$ cat src/rtl/alu_pkg.sv
// Shared definitions for the UART-to-ALU bridge.
//   DBIT_DEFAULT / OPW_DEFAULT : default operand and opcode widths
//   OP_ADD .. OP_SRL           : opcode values understood by the ALU
//   rx_state_e                 : receive-side frame assembly states
//   is_legal_opcode()          : legality check for a raw opcode byte
package alu_pkg;

  localparam int unsigned DBIT_DEFAULT = 8;
  localparam int unsigned OPW_DEFAULT  = 6;

  localparam logic [OPW_DEFAULT-1:0] OP_ADD = 6'h20;
  localparam logic [OPW_DEFAULT-1:0] OP_SUB = 6'h22;
  localparam logic [OPW_DEFAULT-1:0] OP_AND = 6'h24;
  localparam logic [OPW_DEFAULT-1:0] OP_OR  = 6'h25;
  localparam logic [OPW_DEFAULT-1:0] OP_XOR = 6'h26;
  localparam logic [OPW_DEFAULT-1:0] OP_NOR = 6'h27;
  localparam logic [OPW_DEFAULT-1:0] OP_SRA = 6'h03;
  localparam logic [OPW_DEFAULT-1:0] OP_SRL = 6'h02;

  typedef enum logic [1:0] {
    StGetA,
    StGetB,
    StGetOp,
    StIssue
  } rx_state_e;

  // A legal opcode byte has its two top bits clear and names a known operation.
  function automatic logic is_legal_opcode(input logic [7:0] op_byte);
    logic ok;
    ok = 1'b0;
    if (op_byte[7:6] == 2'b00) begin
      case (op_byte[5:0])
        OP_ADD, OP_SUB, OP_AND, OP_OR, OP_XOR, OP_NOR, OP_SRA, OP_SRL: ok = 1'b1;
        default: ok = 1'b0;
      endcase
    end
    return ok;
  endfunction

endpackage

$ cat src/rtl/rx_timeout_cnt.sv
// Idle-cycle counter with synchronous clear and terminal-count flag.
//   clk_i  : clock
//   rst_ni : asynchronous active-low reset
//   clr_i  : force count to zero (wins over en_i)
//   en_i   : advance count; wraps to zero on the cycle tc_o is high
//   tc_o   : count equals Limit-1 (never asserted when Limit is 0)
module rx_timeout_cnt #(
  parameter int unsigned Limit = 16
) (
  input  logic clk_i,
  input  logic rst_ni,
  input  logic clr_i,
  input  logic en_i,
  output logic tc_o
);

  localparam int unsigned CntW = (Limit > 2) ? $clog2(Limit) : 1;
  localparam logic [CntW-1:0] TcVal = CntW'((Limit == 0) ? 0 : Limit - 1);
  localparam logic Enabled = (Limit != 0);

  logic [CntW-1:0] cnt_q, cnt_d;

  assign tc_o = Enabled && (cnt_q == TcVal);

  always_comb begin
    cnt_d = cnt_q;
    if (clr_i || !Enabled) begin
      cnt_d = '0;
    end else if (en_i) begin
      cnt_d = tc_o ? '0 : cnt_q + CntW'(1);
    end
  end

  always_ff @(posedge clk_i or negedge rst_ni) begin
    if (!rst_ni) begin
      cnt_q <= '0;
    end else begin
      cnt_q <= cnt_d;
    end
  end

endmodule

$ cat src/rtl/rx_interface.sv
// Receive-side frame assembler: pops operand A, operand B and opcode bytes from
// the rx FIFO, loads the registered ALU inputs and pulses start toward tx_interface.
//   clk, reset (async, active-low)
//   rx_empty, r_data : first-word-fall-through FIFO head; rd pops it
//   tx_busy          : start is withheld while high
//   a, b, op         : registered ALU inputs, updated only by a complete frame
//   start            : one-cycle pulse, a/b/op valid
//   frame_err        : one-cycle pulse, partial or illegal frame dropped
// Optional: define OPCODE_CHECK_EN to reject opcode bytes outside the legal set.
module rx_interface
  import alu_pkg::*;
#(
  parameter int unsigned DBIT           = DBIT_DEFAULT,
  parameter int unsigned OPW            = OPW_DEFAULT,
  parameter int unsigned TIMEOUT_CYCLES = 1000000
) (
  input  logic            clk,
  input  logic            reset,
  input  logic            rx_empty,
  input  logic [DBIT-1:0] r_data,
  input  logic            tx_busy,
  output logic            rd,
  output logic [DBIT-1:0] a,
  output logic [DBIT-1:0] b,
  output logic [OPW-1:0]  op,
  output logic            start,
  output logic            frame_err
);

  rx_state_e       state_q, state_d;
  // High for the first ISSUE cycle, while a/b/op are copied from staging.
  logic            load_q, load_d;
  logic [DBIT-1:0] a_stg_q, b_stg_q, a_q, b_q;
  logic [OPW-1:0]  op_stg_q, op_q;
  logic            start_q, start_d;
  logic            frame_err_q, frame_err_d;
  logic            op_ok, in_frame, to_clr, to_en, to_tc, to_hit;

`ifdef OPCODE_CHECK_EN
  assign op_ok = is_legal_opcode(r_data[7:0]);
`else
  assign op_ok = 1'b1;
`endif

  // Idle timeout only runs while a frame is partially assembled.
  assign in_frame = (state_q == StGetB) || (state_q == StGetOp);
  assign to_clr   = rd || !in_frame;
  assign to_en    = in_frame && rx_empty;
  assign to_hit   = to_en && to_tc;

  rx_timeout_cnt #(
    .Limit(TIMEOUT_CYCLES)
  ) u_timeout (
    .clk_i (clk),
    .rst_ni(reset),
    .clr_i (to_clr),
    .en_i  (to_en),
    .tc_o  (to_tc)
  );

  // State register.
  always_ff @(posedge clk or negedge reset) begin
    if (!reset) begin
      state_q <= StGetA;
      load_q  <= 1'b0;
    end else begin
      state_q <= state_d;
      load_q  <= load_d;
    end
  end

  // Next-state logic.
  always_comb begin
    state_d = state_q;
    load_d  = 1'b0;
    unique case (state_q)
      StGetA: begin
        if (rd) state_d = StGetB;
      end
      StGetB: begin
        if (rd)          state_d = StGetOp;
        else if (to_hit) state_d = StGetA;
      end
      StGetOp: begin
        if (rd) begin
          if (op_ok) begin
            state_d = StIssue;
            load_d  = 1'b1;
          end else begin
            state_d = StGetA;
          end
        end else if (to_hit) begin
          state_d = StGetA;
        end
      end
      StIssue: begin
        if (!load_q && !tx_busy) state_d = StGetA;
      end
      default: state_d = StGetA;
    endcase
  end

  // Outputs: rd is combinational, the pulses are registered below.
  always_comb begin
    rd          = !rx_empty && (state_q != StIssue);
    start_d     = (state_q == StIssue) && !load_q && !tx_busy;
    frame_err_d = to_hit || (rd && (state_q == StGetOp) && !op_ok);
  end

  always_ff @(posedge clk or negedge reset) begin
    if (!reset) begin
      a_stg_q     <= '0;
      b_stg_q     <= '0;
      op_stg_q    <= '0;
      a_q         <= '0;
      b_q         <= '0;
      op_q        <= '0;
      start_q     <= 1'b0;
      frame_err_q <= 1'b0;
    end else begin
      if (rd && (state_q == StGetA))  a_stg_q  <= r_data;
      if (rd && (state_q == StGetB))  b_stg_q  <= r_data;
      if (rd && (state_q == StGetOp)) op_stg_q <= r_data[OPW-1:0];
      if ((state_q == StIssue) && load_q) begin
        a_q  <= a_stg_q;
        b_q  <= b_stg_q;
        op_q <= op_stg_q;
      end
      start_q     <= start_d;
      frame_err_q <= frame_err_d;
    end
  end

  assign a         = a_q;
  assign b         = b_q;
  assign op        = op_q;
  assign start     = start_q;
  assign frame_err = frame_err_q;

endmodule

$ cat config.mk
export PLATFORM = sky130hd
export DESIGN_NAME = rx_interface
export DESIGN_NICKNAME = d
export VERILOG_FILES = /design/src/rtl/alu_pkg.sv /design/src/rtl/rx_timeout_cnt.sv /design/src/rtl/rx_interface.sv
export SDC_FILE = /design/constraint.sdc
export NUM_CORES = 1
export LEC_CHECK = 0
export ABC_AREA = 1
export ABC_CLOCK_PERIOD_IN_PS = 2700
export CAP_MARGIN = 20
export CORE_UTILIZATION = 60
export CTS_CLUSTER_DIAMETER = 150
export DETAILED_ROUTE_END_ITERATION = 8
export PLACE_DENSITY = 0.9
export RECOVER_POWER = 100
export REMOVE_ABC_BUFFERS = 1
export SLEW_MARGIN = 20
export SYNTH_ARGS = -nofsm -noshare
export SYNTH_HDL_FRONTEND = slang
export SYNTH_SLANG_ARGS = --single-unit
$ cat constraint.sdc
create_clock -name clk -period 2.7 [get_ports clk]
set_input_delay 0.54 -clock clk [delete_from_list [all_inputs] [get_ports clk]]
set_output_delay 0.54 -clock clk [all_outputs]
set_load 0.02 [all_outputs]
-- After elaboration in Yosys (flattened, before gate mapping)
Cells that the tools add are included.
- flip-flop bits (word level): 69
- bits of input ports: 12
- output and inout port bits: 25
- logic and storage cells: 49
- add/sub/neg operators: 1
- equal/unequal tests: 7
- muxes and demuxes: 11
- reductions and logical operators: 19
- operators with widths (kind ; number):
    $mux 20 ; 3
    $add 20x1->20 const B ; 1
    $eq 20x20->1 const B ; 1
    $logic_and 1x1->1 ; 10
    $mux 2 ; 5
    $pmux 2 s4 ; 1
    $ne 2x2->1 const B ; 3
    $eq 2x2->1 const B ; 2
    $logic_not 1->1 ; 4
    $eq 2x1->1 const B ; 1
    $logic_not 2->1 ; 1
    $logic_or 1x1->1 ; 2
    $mux 1 ; 2
    $reduce_and 2->1 ; 1
    $reduce_bool 2->1 ; 1

-- Logic depth before layout (Yosys ltp)
- depth in word-level cells: 7
- depth in mapped cells: 9
- depth with buffers taken out: 9

-- By module
From an unflattened synthesis, not the netlist that was laid out.
- cell total of the unflattened synthesis: 354
- area total of the unflattened synthesis: 3299.4 um^2
- by module, submodules not included (module ; times used ; cells each ; area an instance (um^2) ; sequential area each (um^2)):
    rx_interface ; 1 ; 169 ; 1973.1 ; 1226.2
    rx_timeout_cnt ; 1 ; 185 ; 1326.3 ; 500.5

-- Least setup slack after synthesis
Ideal clock, no wire load.
- kind: register -> register
- start: register state_q[0]
- end: register state_q[1]
- setup time: 82 ps
- arrival: 1475 ps
- data required time: 2618 ps
- setup slack: 1142 ps
- cell stages (with the launch flop): 9
- path buffers: 0
- cell sequence: dfrtp_1 -> ha_1 -> nor2_4 -> inv_1 -> o21ai_0 -> inv_1 -> nor2_1 -> o21ai_0 -> o22ai_1
- elaborated cells on any way between the ends: 16
- classes of those cells: eq/ne: 6; mux: 4; reduce/logical: 6
- RTL lines (what ; RTL line ; text):
    start: declaration ; rx_interface.sv:30 ; rx_state_e state_q, state_d;
    start signal: assignment ; rx_interface.sv:64 ; state_q <= StGetA;
    start signal: assignment ; rx_interface.sv:67 ; state_q <= state_d;
    $ne 2x2->1 * ; rx_interface.sv:105 ; rd = !rx_empty && (state_q != StIssue);
    $logic_and 1x1->1 * ; rx_interface.sv:105 ;
    named net rd ; rx_interface.sv:22 ; output logic rd,
    $mux 2, or another cell as far along ; rx_interface.sv:85 ; if (rd) begin
    $pmux 2 s4 / $reduce_and 2->1 (equally long branches) ; n/a ;
Mark *: on every way through the listed nets, which the timed path passes. The rest lies on a longest branch.
A chain may end at the register's enable or synchronous reset.

-- Worst setup path after layout
- start: register state_q[0]
- end: output rd
- longest elaborated chain between the ends: 2
- RTL lines (what ; RTL line):
    $ne 2x2->1 ; rx_interface.sv:105
    $logic_and 1x1->1 ; rx_interface.sv:105
    end: declaration ; rx_interface.sv:22
No other way between the ends.

==> impl_metrics.csv <==
group,metric,value,unit
layout,final_nets,409,
layout,drive_gt1_share,12.2,%
layout,final_util,74.5,%
cts,clock_sink_count,69,
power,internal_power,2.36,mW
critical_path,worstPathRequired,2.16,ns
synth,ys_types,31,
cts,postCtsSetupRepairBufs,0,
timing,grt_setup_unrepaired,"false",
floorplanning,start_util,62.3,%
drt,drt_iter0_markers,279,
floorplanning,boundaryPins,37,
synth,synth_largest_area_cell,"dfrtp_1",
cts,cts_buffers,9,
timing,fmax,406,MHz
critical_path,crit_fanout,6,
cts,holdBufCountCts,0,
power,p_sw,1.20,mW
outcome,outcome,"finished, final reports clean",
layout,num_antenna_cells,0,
cts,clock_latency,0.34,ns
cts,cts-htree-levels,3,
drt,postRouteAntennaNets,0,
synth,synthTopCellsByArea,"dfrtp_1, nand2_1, o21ai_0",
global_route,grt_overflow,0,
drt,first_pass_iters,5,
place,gp_congestion,0.855,
layout,layoutNonFillerInstCount,465,
floorplanning,num_rows,26,
drt,drt_wl_total,7230,um
layout,area_delta_synth_final,19.6,%
cts,clk_pin_slew,0.08,ns
timing,fin_crit_sh,91.1,%
global_route,grt_pass1_wl,11800,um
timing,finalClockSkew,0.0130,ns
critical_path,max_stage_delay,0.69,ns
critical_path,cp.arrival,1.92,ns
power,combPwrFrac,29.2,%
timing,hold_violations,0,
synth,synth_edf_count,0,
place,pre_cts_ws,0.358,ns
power,seqPwrFrac,42.5,%
critical_path,worstSetupPathType,"flip-flop to primary output",
synth,ys.flop_type,"dfrtp_1",
synth,yosys.area.top_type_share,53.9,%
synth,syn_inst,347,
synth,netlist_area,3200,um^2
floorplanning,core,5140,um^2
run,cap_violations,0,
synth,ys_seq_area_share,53.9,%
synth,synth_common_cells,"nand2_1, dfrtp_1, inv_1, o21ai_0, nor2_1",
cts,cts_resized,0,
drt,dr_total_vias,2618,
cts,clk_path_buf_depth,2,
global_route,grt.total_usage,29.1,%
place,placed_cells_incl_taps,450,
global_route,antenna_found_initial,0,
synth,yosysMostFrequentCell,"nand2_1",
critical_path,crit_slowest_cell,"dlygate4sd3_1",
hold_path,min_path_type,"input port to asynchronous set/reset pin",
synth,synth-seq-cells,69,
synth,synth.yosys.warnings,0,
synth,syn_avg_cell_area,9.23,um^2
timing,postLayoutSetupSlackWorst,0.240,ns
drt,wl_per_cell,15.6,um
timing,tns,0,ns
critical_path,crit_path_start_kind,"flip-flop",
timing,tightestPinTransition,1.06,ns
place,portBuffers,36,
power,clkPwrFrac,28.2,%
timing,relSlewSlack,29.2,%
timing,post-route-min-period,2.46,ns
floorplanning,dieHeight,75.1,um
timing,setup_viol,0,
power,p_sw_share,33.6,%
critical_path,end_kind,"primary output",
place,hpwl,4730,um
floorplanning,dieArea,5630,um^2
drt,drc,0,
synth,async_flop_share,100,%
timing,slew_viol_final,0,
drt,avgViaCountPerCell,5.63,
cts,tritoncts,"yes",
critical_path,crit_chain,"ha_1, nor2_4, dlygate4sd3_1",
global_route,grt_max_degree,36,
floorplanning,die_x,75.1,um
power,cellLeakagePower,1.89,nW
cts,root_buffer,"clkbuf_8",
power,ir_drop,683,uV
global_route,grt_pass1_vias,2472,
power,power.density,928,nW/um^2
layout make-up:
cell class	count	area (um^2)
clock buffer	9	124
clock inverter	6	113
fill	361	1310
inverter	47	178
multi-input combinational	224	1230
sequential	69	1730
tap	70	87.6
timing repair buffer	40	370
per-layer routing:
layer  track usage [%]  part of all wire [%]
met5                 0                     0
met4              18.2                   3.7
met3              6.29                   6.4
met2              46.9                    50
met1              35.8                    40
flip-flops by register name (all words and copies together), names as in the netlist:
register,cells
op,6
b_stg_q,8
b,8
a,8
u_timeout.cnt_q,20
a_stg_q,8
frame_err,1
start,1
load_q,1
op_stg_q,6
state_q,2
cells by family after synthesis:
group                      synth area share (%)
AOI/OAI and AO/OA                          10.7
xor gates and xnor gates                   1.09
DFF                                        53.9
and+or+nand+nor                            19.5
adders and majority gates                  2.34
muxes                                      5.62
buffers and inverters                      6.76
power groups by stage:
stage | logic [mW] | clock network, mW | registers (mW)
2_1_floorplan | 0.484 | 0 | 1.65
5_1_grt | 1.15 | 1.06 | 1.55
4_1_cts | 1.11 | 1.02 | 1.52
3_3_place_gp | 1.05 | 0 | 1.51
6_report | 1.04 | 1.00 | 1.51
3_5_place_dp | 1.09 | 0 | 1.53
per-stage QoR:
step	power (mW)	cell area, um^2	hold WS (ns)
after global routing	3.76	3830	0.425
after detailed placement	2.62	3650	0.468
after global placement	2.56	3650	0.462
after CTS	3.65	3890	0.144
after floorplan	2.13	3170	0.244
final	3.56	3830	0.360
worst max-delay path: cells and delay by family (launching register included):
family / cells / cell delay (ns)
and+or+nand+nor: 1 / 0.17
adders and majority gates: 1 / 0.28
DFF: 1 / 0.43
buffers and inverters: 1 / 0.69
worst paths after layout:
path | from | cells after the start | endpoint | slack (ns)
setup reg to reg | u_timeout.cnt_q[0]$_DFFE_PN0P_ | 7 | u_timeout.cnt_q[1]$_DFFE_PN0P_ | 0.34
min in group clk | load_q$_DFF_PN0_ | 1 | start$_DFF_PN0_ | 0.47
hold reg to reg | load_q$_DFF_PN0_ | 1 | start$_DFF_PN0_ | 0.47
max in group asynchronous | reset | 2 | a[3]$_DFFE_PN0P_ | 0.95
hold / removal | reset | 1 | b[7]$_DFFE_PN0P_ | 0.36
setup / recovery | state_q[0]$_DFFE_PN0P_ | 3 | rd | 0.24
cell usage in the layout (no fill, tap or decap), types with 3 or more instances in the layout:
cell type and count:
dlygate4sd3_1 25, nand4_1 3, nand3_1 10, nor2_1 23
clkdlybuf4s50_1 10, xor2_1 3, nor2_2 3, o21ai_0 39
a21oi_1 7, mux2_2 14, nand2_1 82, bufinv_16 3
o21ai_1 6, clkbuf_8 9, dfrtp_1 69, o22ai_1 6
inv_1 44, nor3_1 5, nand3_2 5, ha_1 6
clkbuf_1 4
Note: power is estimated with default switching activity, not from simulation.
